--- src/rtl/tnnpar_infer_sched_pkg.sv ---
// tnnpar_infer_sched_pkg: shared state enum and width helpers for the tnnpar scheduler
package tnnpar_sched_pkg;
  typedef enum logic [1:0] {IDLE, SETTLE, HOLD} state_t;
  function automatic int bits_for(input int n);
    return n > 1 ? $clog2(n) : 1;
  endfunction
  function automatic int pred_bits(input int class_cnt);
    return bits_for(class_cnt);
  endfunction
  function automatic int id_bits(input int req_cnt);
    return bits_for(req_cnt);
  endfunction
  function automatic int settle_bits(input int settle_cycles);
    return bits_for(settle_cycles);
  endfunction
endpackage

--- src/rtl/tnnpar_infer_sched_if.sv ---
// tnnpar_infer_sched_if: request and result handshake bundle of the tnnpar scheduler
interface tnnpar_infer_sched_if
  import tnnpar_sched_pkg::*;
#(
  parameter int REQ_CNT = 4,
  parameter int FEAT_CNT = 11,
  parameter int FEAT_BITS = 4,
  parameter int CLASS_CNT = 6
);
  localparam int PRED_BITS = pred_bits(CLASS_CNT);
  localparam int ID_BITS = id_bits(REQ_CNT);
  logic [REQ_CNT-1:0] req_valid;
  logic [REQ_CNT-1:0] req_ready;
  logic [REQ_CNT*FEAT_CNT*FEAT_BITS-1:0] req_features;
  logic res_valid;
  logic res_ready;
  logic [PRED_BITS-1:0] res_class;
  logic [ID_BITS-1:0] res_id;
  modport master(output req_valid, req_features, res_ready,
                 input req_ready, res_valid, res_class, res_id);
  modport slave(input req_valid, req_features, res_ready,
                output req_ready, res_valid, res_class, res_id);
endinterface

--- src/rtl/tnnpar_rr_arbiter.sv ---
// tnnpar_rr_arbiter: round-robin pick of the first request after ptr, with wrap
module tnnpar_rr_arbiter #(
  parameter int N = 4,
  parameter int IW = 2
) (
  input  logic [N-1:0]  req,
  input  logic [IW-1:0] ptr,
  output logic [N-1:0]  gnt,
  output logic [IW-1:0] idx,
  output logic          any
);
  // Walk from farthest to nearest so the nearest valid requester wins.
  always_comb begin
    idx = '0;
    any = 1'b0;
    for (int k = N; k >= 1; k--) begin
      if (req[(int'(ptr) + k) % N]) begin
        idx = IW'((int'(ptr) + k) % N);
        any = 1'b1;
      end
    end
    gnt = any ? N'(1) << idx : '0;
  end
endmodule

--- src/rtl/tnnpar_infer_sched.sv ---
// tnnpar_infer_sched: round-robin sharing of one tnnpar classifier core among requesters.
// Optional TNN_SCHED_STATS_EN adds saturating inference / per-class result counters.
module tnnpar_infer_sched
  import tnnpar_sched_pkg::*;
#(
  parameter int FEAT_CNT = 11,
  parameter int FEAT_BITS = 4,
  parameter int CLASS_CNT = 6,
  parameter int REQ_CNT = 4,
  parameter int SETTLE_CYCLES = 2,
  parameter int STAT_BITS = 16,
  localparam int PRED_BITS = pred_bits(CLASS_CNT),
  localparam int ID_BITS = id_bits(REQ_CNT),
  localparam int SW = settle_bits(SETTLE_CYCLES),
  localparam int VW = FEAT_CNT * FEAT_BITS
) (
  input  logic                 clk,
  input  logic                 rst,
  tnnpar_infer_sched_if.slave  bus,
  output logic [VW-1:0]        core_features,
  input  logic [PRED_BITS-1:0] core_prediction,
  output logic                 busy
`ifdef TNN_SCHED_STATS_EN
  ,
  output logic [STAT_BITS-1:0]           stat_infer_cnt,
  output logic [CLASS_CNT*STAT_BITS-1:0] stat_class_cnt
`endif
);
  state_t state, state_n;
  logic [ID_BITS-1:0] rr_ptr, idx;
  logic [SW-1:0] settle_cnt;
  logic [REQ_CNT-1:0] gnt;
  logic any, take;
  tnnpar_rr_arbiter #(.N(REQ_CNT), .IW(ID_BITS)) u_arb (
    .req(bus.req_valid), .ptr(rr_ptr), .gnt(gnt), .idx(idx), .any(any)
  );
  assign take = state == IDLE && any;
  assign bus.req_ready = state == IDLE ? gnt : '0;
  assign busy = state != IDLE;
  always_comb begin
    state_n = state;
    if (take) state_n = SETTLE;
    else if (state == SETTLE && settle_cnt == '0) state_n = HOLD;
    else if (state == HOLD && bus.res_ready) state_n = IDLE;
  end
  always_ff @(posedge clk or posedge rst)
    if (rst) state <= IDLE;
    else state <= state_n;
  always_ff @(posedge clk or posedge rst) begin
    if (rst) begin
      core_features <= '0;
      bus.res_id <= '0;
      bus.res_class <= '0;
      bus.res_valid <= 1'b0;
      rr_ptr <= ID_BITS'(REQ_CNT - 1);
      settle_cnt <= '0;
    end else begin
      if (take) begin
        core_features <= bus.req_features[int'(idx)*VW +: VW];
        bus.res_id <= idx;
        rr_ptr <= idx;
        settle_cnt <= SW'(SETTLE_CYCLES - 1);
      end
      if (state == SETTLE) begin
        settle_cnt <= settle_cnt == '0 ? '0 : settle_cnt - 1'b1;
        if (settle_cnt == '0) begin
          bus.res_class <= core_prediction;
          bus.res_valid <= 1'b1;
        end
      end
      if (state == HOLD && bus.res_ready) bus.res_valid <= 1'b0;
    end
  end
`ifdef TNN_SCHED_STATS_EN
  logic res_hs;
  assign res_hs = bus.res_valid && bus.res_ready;
  always_ff @(posedge clk or posedge rst) begin
    if (rst) begin
      stat_infer_cnt <= '0;
      stat_class_cnt <= '0;
    end else if (res_hs) begin
      if (~&stat_infer_cnt) stat_infer_cnt <= stat_infer_cnt + 1'b1;
      for (int c = 0; c < CLASS_CNT; c++)
        if (bus.res_class == PRED_BITS'(c) && ~&stat_class_cnt[c*STAT_BITS +: STAT_BITS])
          stat_class_cnt[c*STAT_BITS +: STAT_BITS] <= stat_class_cnt[c*STAT_BITS +: STAT_BITS] + 1'b1;
    end
  end
`endif
endmodule
--- src/flat_wrapper.sv ---
// flat-port wrapper written by rule: the top's interface ports become plain ports
module tnnpar_infer_sched_flat import tnnpar_sched_pkg::*;
#(
  parameter int FEAT_CNT = 11,
  parameter int FEAT_BITS = 4,
  parameter int CLASS_CNT = 6,
  parameter int REQ_CNT = 4,
  parameter int SETTLE_CYCLES = 2,
  parameter int STAT_BITS = 16,
  localparam int PRED_BITS = pred_bits(CLASS_CNT),
  localparam int ID_BITS = id_bits(REQ_CNT),
  localparam int SW = settle_bits(SETTLE_CYCLES),
  localparam int VW = FEAT_CNT * FEAT_BITS
)
  (clk, rst, core_features, core_prediction, busy, bus_req_valid, bus_req_features, bus_res_ready, bus_req_ready, bus_res_valid, bus_res_class, bus_res_id);
  tnnpar_infer_sched_if #(.REQ_CNT(REQ_CNT), .FEAT_CNT(FEAT_CNT), .FEAT_BITS(FEAT_BITS), .CLASS_CNT(CLASS_CNT)) bus_i ();
  input  logic clk;
  input  logic rst;
  output logic [VW-1:0] core_features;
  input  logic [PRED_BITS-1:0] core_prediction;
  output logic busy;
  input wire logic [$bits(bus_i.req_valid)-1:0] bus_req_valid;
  input wire logic [$bits(bus_i.req_features)-1:0] bus_req_features;
  input wire logic [$bits(bus_i.res_ready)-1:0] bus_res_ready;
  output wire logic [$bits(bus_i.req_ready)-1:0] bus_req_ready;
  output wire logic [$bits(bus_i.res_valid)-1:0] bus_res_valid;
  output wire logic [$bits(bus_i.res_class)-1:0] bus_res_class;
  output wire logic [$bits(bus_i.res_id)-1:0] bus_res_id;
  assign bus_i.req_valid = bus_req_valid;
  assign bus_i.req_features = bus_req_features;
  assign bus_i.res_ready = bus_res_ready;
  assign bus_req_ready = bus_i.req_ready;
  assign bus_res_valid = bus_i.res_valid;
  assign bus_res_class = bus_i.res_class;
  assign bus_res_id = bus_i.res_id;
  tnnpar_infer_sched #(.FEAT_CNT(FEAT_CNT), .FEAT_BITS(FEAT_BITS), .CLASS_CNT(CLASS_CNT), .REQ_CNT(REQ_CNT), .SETTLE_CYCLES(SETTLE_CYCLES), .STAT_BITS(STAT_BITS)) u_core (.clk(clk), .rst(rst), .bus(bus_i), .core_features(core_features), .core_prediction(core_prediction), .busy(busy));
endmodule
--- config.mk ---
export PLATFORM = sky130hd
export DESIGN_NAME = tnnpar_infer_sched_flat
export DESIGN_NICKNAME = d
export VERILOG_FILES = /design/src/rtl/tnnpar_infer_sched_pkg.sv /design/src/rtl/tnnpar_infer_sched_if.sv /design/src/rtl/tnnpar_rr_arbiter.sv /design/src/rtl/tnnpar_infer_sched.sv /design/src/flat_wrapper.sv
export SDC_FILE = /design/constraint.sdc
export NUM_CORES = 1
export LEC_CHECK = 0
export CAP_MARGIN = 20
export CORE_MARGIN = 2
export CORE_UTILIZATION = 39
export DETAILED_ROUTE_END_ITERATION = 8
export PLACE_DENSITY = 0.88
export SYNTH_ARGS = -nofsm -noshare
export SYNTH_HDL_FRONTEND = slang
export SYNTH_HIERARCHICAL = 1
export SYNTH_SLANG_ARGS = --single-unit
--- constraint.sdc ---
create_clock -name clk -period 6.71 [get_ports clk]
set_input_delay 2.013 -clock clk [delete_from_list [all_inputs] [get_ports clk]]
set_output_delay 2.013 -clock clk [all_outputs]
set_load 0.005 [all_outputs]
### Word level (Yosys, flattened, before mapping)

Index checks and enable logic that the tools add are counted.

* register bits after elaboration: 55
* word-level logic and storage cells: 72
* output and inout bits: 55

* order comparisons: 4
* shift-type cells: 2
* bitwise gates (word level): 5
* $add $sub $neg: 5
* multiply operators: 1
* mux-type cells: 31
* reductions and logical operators: 14
* equal/unequal tests: 3

Operator list (count)
* indexed part select 176 x 32 -> 44 bit: 1
* 2-to-1 mux 1 bit: 18
* less-than comparator 3 x 4 -> 1 bit, second input constant: 4
* 2-to-1 mux 2 bit: 7
* binary-select mux 1 bit (select 2 bit): 4
* 2-to-1 mux 4 bit: 2
* OR reduction 2 bit: 4
* multiplier 2 x 4 -> 6 bit, second input constant: 1
* nonzero test 2 bit: 3
* adder 2 x 1 -> 2 bit, second input constant: 2
* adder 2 bit, second input constant: 2
* bitwise AND 1 bit, first input constant: 4
* AND reduction 2 bit: 2
* left shift 1 x 2 -> 4 bit, first input constant: 1
* logical AND 1 bit: 3
* nonzero test 3 bit: 1
* == test 2 x 1 -> 1 bit, second input constant: 1
* == test 2 bit, second input constant: 1
* logical NOT 2 bit: 1
* != test 2 bit, second input constant: 1
* inverter 1 bit: 1
* subtractor 1 bit, second input constant: 1

### Logic depth before layout (Yosys ltp)

Gate-level depths: netlist (run 1).

* depth in word-level cells: 13
* mapped depth: 7
* depth with buffers taken out: 5

### By module

Netlist (run 1), hierarchy kept.

By module, submodules not included
* tnnpar_infer_sched: times used 1, sequential area each 1378.8 sq um, area each 3325.7 sq um, cells each 186
* tnnpar_rr_arbiter: times used 1, sequential area each 0.0 sq um, area each 177.7 sq um, cells each 28

### Worst setup path after synthesis (run 1)

No wires, ideal clock.

* kind: input port to output port
* start: input bus_req_valid[2]
* end: output bus_req_ready[1]
* slack: 2.161 ns
* cell stages on the path: 4
* data required time: 4.697 ns
* arrival time: 2.536 ns
* cells stage by stage: nor2_2 > a21oi_1 > o32ai_1 > and2_1

* word-level cells in the longest chain between the ends: 10

RTL lines
* from (decl): RTL line flat_wrapper.sv:22 `input wire logic [$bits(bus_i.req_valid)-1:0] bus_req_valid;`
* binary-select mux 1 bit (select 2 bit): RTL line tnnpar_rr_arbiter.sv:17 `if (req[(int'(ptr) + k) % N]) begin`
* 2-to-1 mux 1 bit (implied by the code) (2 in series): RTL line tnnpar_rr_arbiter.sv:17
* 2-to-1 mux 2 bit (4 in series): RTL line tnnpar_rr_arbiter.sv:17
* left shift 1 x 2 -> 4 bit: RTL line tnnpar_rr_arbiter.sv:22 `gnt = any ? N'(1) << idx : '0;`
* 2-to-1 mux 4 bit (*): RTL line tnnpar_rr_arbiter.sv:22
* named net u_core.gnt[1]: RTL line tnnpar_infer_sched.sv:32 `logic [REQ_CNT-1:0] gnt;`
* 2-to-1 mux 4 bit (*): RTL line tnnpar_infer_sched.sv:38 `assign bus.req_ready = state == IDLE ? gnt : '0;`
* to (decl): RTL line flat_wrapper.sv:25 `output wire logic [$bits(bus_i.req_ready)-1:0] bus_req_ready;`

The timed path passes the listed nets; every way through them passes the cells marked *. The select of a mux whose other input is x is not followed.

### Worst setup path in the final report (run 1)

* start: input bus_req_valid[3]
* end: output bus_req_ready[1]

Same word-level chain as after synthesis.

==> flow_summary.yaml, run 1 <==
grt:
  antenna_found_initial: 0
  grt.overflow.total: 0
  grt_start_max_net_pins: 56
  grt.total_usage_pct: 22.01
  grt_pass1_vias: 3356
  grt_pass1_wl_um: 16660
cts:
  clock-root-buffer: "clkbuf_8"
  cts_resized: 0
  cts_hold_buf: 0
  cts.sinks: 55
  cts_inserted_buffers: 5
  cts_tree: "done"
  clock_latency_ns: 0.30
  postCtsSetupBuffers: 0
  htree_levels: 2
  clockBufferDepth: 2
  clk_pin_slew_ns: 0.09
die:
  num_rows: 34
  initial_core_util_pct: 40.17
  die_w_um: 98.78
  die_area_mm2: 0.009757
  io_pins: 241
  die_height_um: 98.78
  coreArea_mm2: 0.008721
placement:
  place_worst_setup_slack_ns: 0.8915
  dp_hpwl_um: 8720
  post-place-cells: 552
  portBuffers: 240
  gp_congestion: 0.8554
synthesis:
  syn-num-nets: 400
  syn_area_mm2: 0.003503
  yosys-top-cells-area: "dfrtp_1 (38%), mux4_2 (24%), mux2_4 (14%)"
  ys.warnings.count: 6
  ys_seq_elements: 55
  synth_top_area_cell: "dfrtp_1"
  synth_top_cell_area_share_pct: 37.86
  netlist_instances: 214
  yosys.cell_types.count: 35
  synth.avg_cell_area_um2: 16.37
  yosysSeqAreaShare_pct: 39.36
critical_path:
  cp.arrival_ns: 3.82
  cp_cell_sequence: "clkdlybuf4s50_1 -> nor2_2 -> a21oi_1 -> o32ai_1 -> and2_1 -> clkdlybuf4s50_1"
  reg2reg_slack_ns: 3.98
  reg2reg_depth: 7
  cpMostUsedCell: "clkdlybuf4s50_1"
  cp_slowest_cell: "clkdlybuf4s50_1"
  cp_top_family: "buffers and inverters"
  crit_buf_inv: 2
  cp-start-kind: "input pin"
  cp_max_fo: 7
  rr_endpoint: "u_core/core_features[27]"
  slowest_delay_ns: 0.58
  critPathCaptureType: "primary output"
  path_class: "in2out"
  r2r_start: "u_core/rr_ptr[0]"
  required_ns: 4.70
sta:
  finClkSkew_ns: 0.01132
  relSlewSlack_pct: 55.06
  rsz0062_at_grt: "false"
  fin_crit_ns: 5.831
  finalSetupTns_ns: 0
  fmax_mhz: 171.5
  fin_crit_sh_pct: 86.90
  finalWorstSetupSlack_ns: 0.8790
  slew_violations: 0
  setup_violations: 0
  hold_violations: 0
  max_slew.worst_pin.slew_ns: 0.6741
cells_and_area:
  layout.nets: 638
  drive_gt1_share_pct: 25.83
  diodes: 0
  area_growth_pct: 75.00
  layout.cells.non_filler: 561
drt:
  drt-total-wl_um: 10760
  drcViolationCount: 0
  firstDrtPassIters: 4
  via_per_inst: 5.317
  ant_nets: 0
  wl_per_cell_um: 19.17
  num_vias: 2983
  drtIter0Drc: 99
pwr:
  power_density_mw_per_mm2: 360.5
  switchingPower_uw: 665.2
  vdd_drop_max_mv: 0.1859
  power.internal_uw: 1545
  p_leak_uw: 0.002419
  seq_power_share_pct: 28.5
  pwr-share-clk_pct: 10.4
  p_comb_share_pct: 61.1
  power_uw: 2210
  swShare_pct: 30.10
hold_path:
  whs_path_depth: 1
  min_from: "u_core/bus.res_id[0]"
  min_path_type: "reg2reg"
  min_to: "u_core/bus.res_id[0]"
job:
  cap_violations: 0
run_status:
  status: "finished, final reports clean"
==> power groups by stage <==
stage | clock, uW | sequential [uW] | combinational, uW
2_1_floorplan | 0 | 618 | 806
3_3_place_gp | 0 | 628 | 1320
3_5_place_dp | 0 | 633 | 1350
4_1_cts | 238 | 631 | 1350
5_1_grt | 254 | 655 | 1430
6_report | 231 | 630 | 1350
==> worst max path at each step <==
stage | from | end | slack [ns] | depth (start not counted)
after floorplan | bus_req_valid[2] | bus_req_ready[1] | 2.16 | 4
after global placement | bus_req_valid[3] | bus_req_ready[1] | 1.01 | 6
after detailed placement | bus_req_valid[3] | bus_req_ready[1] | 0.89 | 6
after CTS | bus_req_valid[3] | bus_req_ready[1] | 0.91 | 6
after global routing | bus_req_valid[3] | bus_req_ready[1] | 0.78 | 6
final | bus_req_valid[3] | bus_req_ready[1] | 0.88 | 6
==> cells by family (layout without fill, tap and decap cells) <==
logic type      count (synthesis)  in the layout  share of synthesized area [%]
mux                            95             95                          48.75
flops                          55             55                          39.36
simple gates                   24             24                          3.893
buf+inv                        24            263                          4.214
compound gates                 16             16                          3.786
==> cells in the final DEF (no fill, tap or decap), types with 2 or more instances in the layout <==
cell / instances
a21oi_1: 4
and2_1: 4
buf_4: 7
clkbuf_8: 6
clkdlybuf4s50_1: 240
dfrtp_1: 53
dfstp_2: 2
inv_1: 6
mux2_2: 19
mux2_4: 32
mux4_1: 6
mux4_2: 38
nand2_1: 5
nand2b_1: 3
nand2b_2: 2
nor2_1: 4
==> registers in the layout, indices dropped and copies added (netlist names) <==
signal / cells
u_core/bus.res_class: 3
u_core/bus.res_id: 2
u_core/bus.res_valid: 1
u_core/core_features: 44
u_core/rr_ptr: 2
u_core/settle_cnt: 1
u_core/state: 2
==> cell usage after synthesis <==
library cell	n
a21oi_1	4
a22o_1	1
buf_1	1
nor2b_1	1
clkbuf_1	3
mux2_4	32
a211o_1	1
buf_4	4
and2_1	4
a221oi_2	1
dfstp_2	2
a311oi_2	1
buf_2	4
o22ai_1	1
nand2b_2	2
or3b_2	1
a2bb2oi_1	1
buf_6	5
o21bai_1	1
nor3_1	1
nor2_2	1
o221a_1	1
o21ai_2	1
nor3b_1	2
mux2_2	19
o2bb2ai_1	1
inv_1	7
dfrtp_1	53
nand2_1	5
o32ai_1	1
mux4_2	38
o21ai_0	1
mux4_1	6
nand2b_1	3
nor2_1	4
==> metal layers <==
layer | up-vias | GRT usage, % | routed length (um)
met3 | 24 | 6.596 | 1034
met2 | 187 | 40.64 | 5681
met4 | 0 | 8.008 | 301
met1 | 1452 | 23.64 | 3737
li1 | 1320 | - | -
met5 | - | 0 | 0
==> worst register-to-register path: stages, from the launching register on <==
cell and delay (ns):
dfstp_2 0.59, nand2b_2 0.20, o21ai_2 0.08, a211o_2 0.57, buf_12 0.27, buf_4 0.21, mux4_2 0.44, mux2_4 0.27
==> final cells by class <==
cell class	count	area, um^2
clock buffer	6	82.58
clock inverter	2	38.79
fill	644	2590
inverter	7	26.28
multi-input combinational	135	1994
sequential	55	1379
tap	108	135.1
timing repair buffer	248	2475
==> stage by stage <==
step | utilization [%] | hold WS (ns) | cell area [um^2]
after global placement | 68.68 | 0.4888 | 5989
after CTS | 70.07 | 0.5156 | 6111
after global routing | 70.30 | 0.5246 | 6131
final | 70.30 | 0.5097 | 6131
after floorplan | - | 0.5041 | 3503
after detailed placement | 68.68 | 0.4953 | 5989
(Power assumes the default switching activity.)
==> run 2: changes to the inputs <==
ABC_AREA = 1   (was unset)
CORE_UTILIZATION = 43   (was 39)
PLACE_DENSITY = 0.87   (was 0.88)
SKIP_CTS_REPAIR_TIMING = 1   (was unset)
==> flow_summary.yaml, run 2 <==
run_status:
  status: "finished, final reports clean"
sta:
  fmax_mhz: 168.9
  relSlewSlack_pct: 36.58
  fin_crit_sh_pct: 88.21
  finClkSkew_ns: 0.004280
  hold_violations: 0
  fin_crit_ns: 5.919
  setup_violations: 0
  max_slew.worst_pin.slew_ns: 0.9513
  finalSetupTns_ns: 0
  rsz0062_at_grt: "false"
  slew_violations: 0
drt:
  drtIter0Drc: 264
  num_vias: 5185
  firstDrtPassIters: 5
  via_per_inst: 4.451
  ant_nets: 0
  drt-total-wl_um: 13580
  wl_per_cell_um: 11.66
  drcViolationCount: 0
synthesis:
  synth_top_family_by_area: "simple AND/OR/NAND/NOR gates"
  yosys.cell_types.count: 19
  ys.warnings.count: 6
  ys_seq_elements: 55
  netlist_instances: 813
  syn-num-nets: 999
  synth.avg_cell_area_um2: 5.522
  synth_top_area_cell: "nand2_1"
  synth_fa_ha_area_share_pct: 0
  syn_area_mm2: 0.004489
  muxShareOfSynthArea_pct: 0
  synth_top_cell_area_share_pct: 33.11
  yosysMostFrequentCell: "nand2_1"
  yosysSeqAreaShare_pct: 30.71
  synth_edf_count: 0
  async_flop_share_pct: 100.0
  synth_commonest_cells: "nand2_1 (396), inv_1 (190), nand3_1 (91), dfrtp_1 (53), buf_2 (22)"
  synth-simple-area-share_pct: 46.93
  synth_xor_area_share_pct: 0
  synth_compound_area_share_pct: 0.7525
  synth_flop_cell: "dfrtp_1"
  yosys-top-cells-area: "nand2_1 (33%), dfrtp_1 (30%), inv_1 (16%)"
critical_path:
  cp_max_fo: 3
  cp_cell_sequence: "clkdlybuf4s50_1 -> inv_1 -> o21ai_2 -> nand2_1 -> nand2_1 -> inv_2 -> nand2_2 -> nand2_2 -> nand2_4 -> inv_2 -> nor2_2 -> inv_1 -> nor2_1 -> clkdlybuf4s50_1"
  required_ns: 4.70
  cp-start-kind: "input pin"
  path_class: "in2out"
  slowest_delay_ns: 0.51
  critPathCaptureType: "primary output"
  cp_slowest_cell: "clkdlybuf4s50_1"
  cp.arrival_ns: 3.91
placement:
  dp_hpwl_um: 9911
  portBuffers: 240
  gp_congestion: 0.9081
grt:
  grt.total_usage_pct: 23.89
  grt_pass1_wl_um: 21930
  grt_pass1_vias: 4797
  grt.overflow.total: 0
  antenna_found_initial: 0
  grt_start_max_net_pins: 91
cts:
  clock_latency_ns: 0.30
  cts_tree: "done"
  htree_levels: 2
  clock-root-buffer: "clkbuf_8"
  cts.sinks: 55
  clockBufferDepth: 2
  cts_inserted_buffers: 5
  clk_pin_slew_ns: 0.09
pwr:
  power_uw: 751.3
  power_density_mw_per_mm2: 107.7
  p_leak_uw: 0.004069
  vdd_drop_max_mv: 0.07446
die:
  num_rows: 37
  die_w_um: 106.2
  coreArea_mm2: 0.01023
  initial_core_util_pct: 43.88
  die_height_um: 106.2
  io_pins: 241
  die_area_mm2: 0.01127
cells_and_area:
  final_common_cell: "nand2_1"
  diodes: 0
  layout.nets: 1214
  drive_gt1_share_pct: 4.373
  top_regs: "u_core/core_features x44, u_core/bus.res_class x3"
  fillCellCount: 946
  regArea_mm2: 0.001379
  largest_reg_flops: 44
  regMostFlops: "u_core/core_features"
  multiInputGateArea_mm2: 0.002146
  area_growth_pct: 55.43
  final_cell_mix: "nand2_1 (396), clkdlybuf4s50_1 (240), inv_1 (189)"
job:
  cap_violations: 0
hold_path:
  min_path_type: "reg2reg"
-- run 2: cell types whose count changed after synthesis, sizes merged, moves of 2 or more --
cell,before,now
inv,7,199
mux4,44,0
nand2,5,411
nand3,0,93
nand2b,5,0
o21ai,2,4
nor3b,2,0
a21oi,4,2
buf,14,29
nor2,5,10
mux2,51,0
and2,4,1
clkbuf,3,9
-- run 2: area by class of cell --
| class | instances | area share, % |
|---|---|---|
| timing repair buffer | 246 | 35.07 |
| multi-input combinational | 521 | 30.75 |
| sequential | 55 | 19.76 |
| inverter | 199 | 10.81 |
| tap | 136 | 2.439 |
| clock buffer | 7 | 1.094 |
| clock inverter | 1 | 0.07172 |
-- run 2: kinds of logic after synthesis --
family,count (synthesis)
AND/OR/NAND/NOR,515
buffers and inverters,237
flip-flops,55
AO/OA/AOI/OAI,6
-- run 2: critical path: cells and delay by family --
family	cells	cell delay, ns
AO/OA/AOI/OAI	1	0.18
AND/OR/NAND/NOR	7	0.55
buffers and inverters	6	1.16
-- run 2: worst paths after layout --
path	from	end	slack [ns]	cells after the start
max	bus_req_valid[3]	bus_req_ready[1]	0.79	14
min	u_core/bus.res_class[0]	u_core/bus.res_class[0]	0.48	2
max reg2reg	u_core/rr_ptr[0]	u_core/core_features[29]	3.03	16
min reg2reg	u_core/bus.res_class[0]	u_core/bus.res_class[0]	0.48	2
max in group asynchronous	rst	u_core/core_features[1]	4.05	3
min in group asynchronous	rst	u_core/core_features[10]	2.21	3
-- run 2: power by group --
part | switching (uW) | internal, uW | total [uW]
Clock | 102 | 73.6 | 175
Sequential | 0 | 331 | 331
Combinational | 107 | 138 | 245
-- run 2: per-layer routing --
layer / global-route usage [%] / part of all wire (%) / up-vias
met1: 28.38 / 41 / 2254
met3: 5.947 / 7.4 / 16
met2: 42.40 / 50 / 172
met4: 7.143 / 1.6 / 0
met5: 0 / 0 / -
li1: - / - / 2743
-- run 2: per-stage QoR --
stage / worst slack, ns / utilization (%) / instances / area [um^2] / hold WS, ns
after floorplan: 1.853 / - / 813 / 4489 / 0.4426
after global placement: 0.8616 / 67.41 / 1157 / 6897 / 0.4542
after detailed placement: 0.8085 / 67.41 / 1157 / 6897 / 0.4595
after CTS: 0.7982 / 68.20 / 1165 / 6978 / 0.4822
after global routing: 0.5724 / 68.20 / 1165 / 6978 / 0.5022
final: 0.7908 / 68.20 / 1165 / 6978 / 0.4785
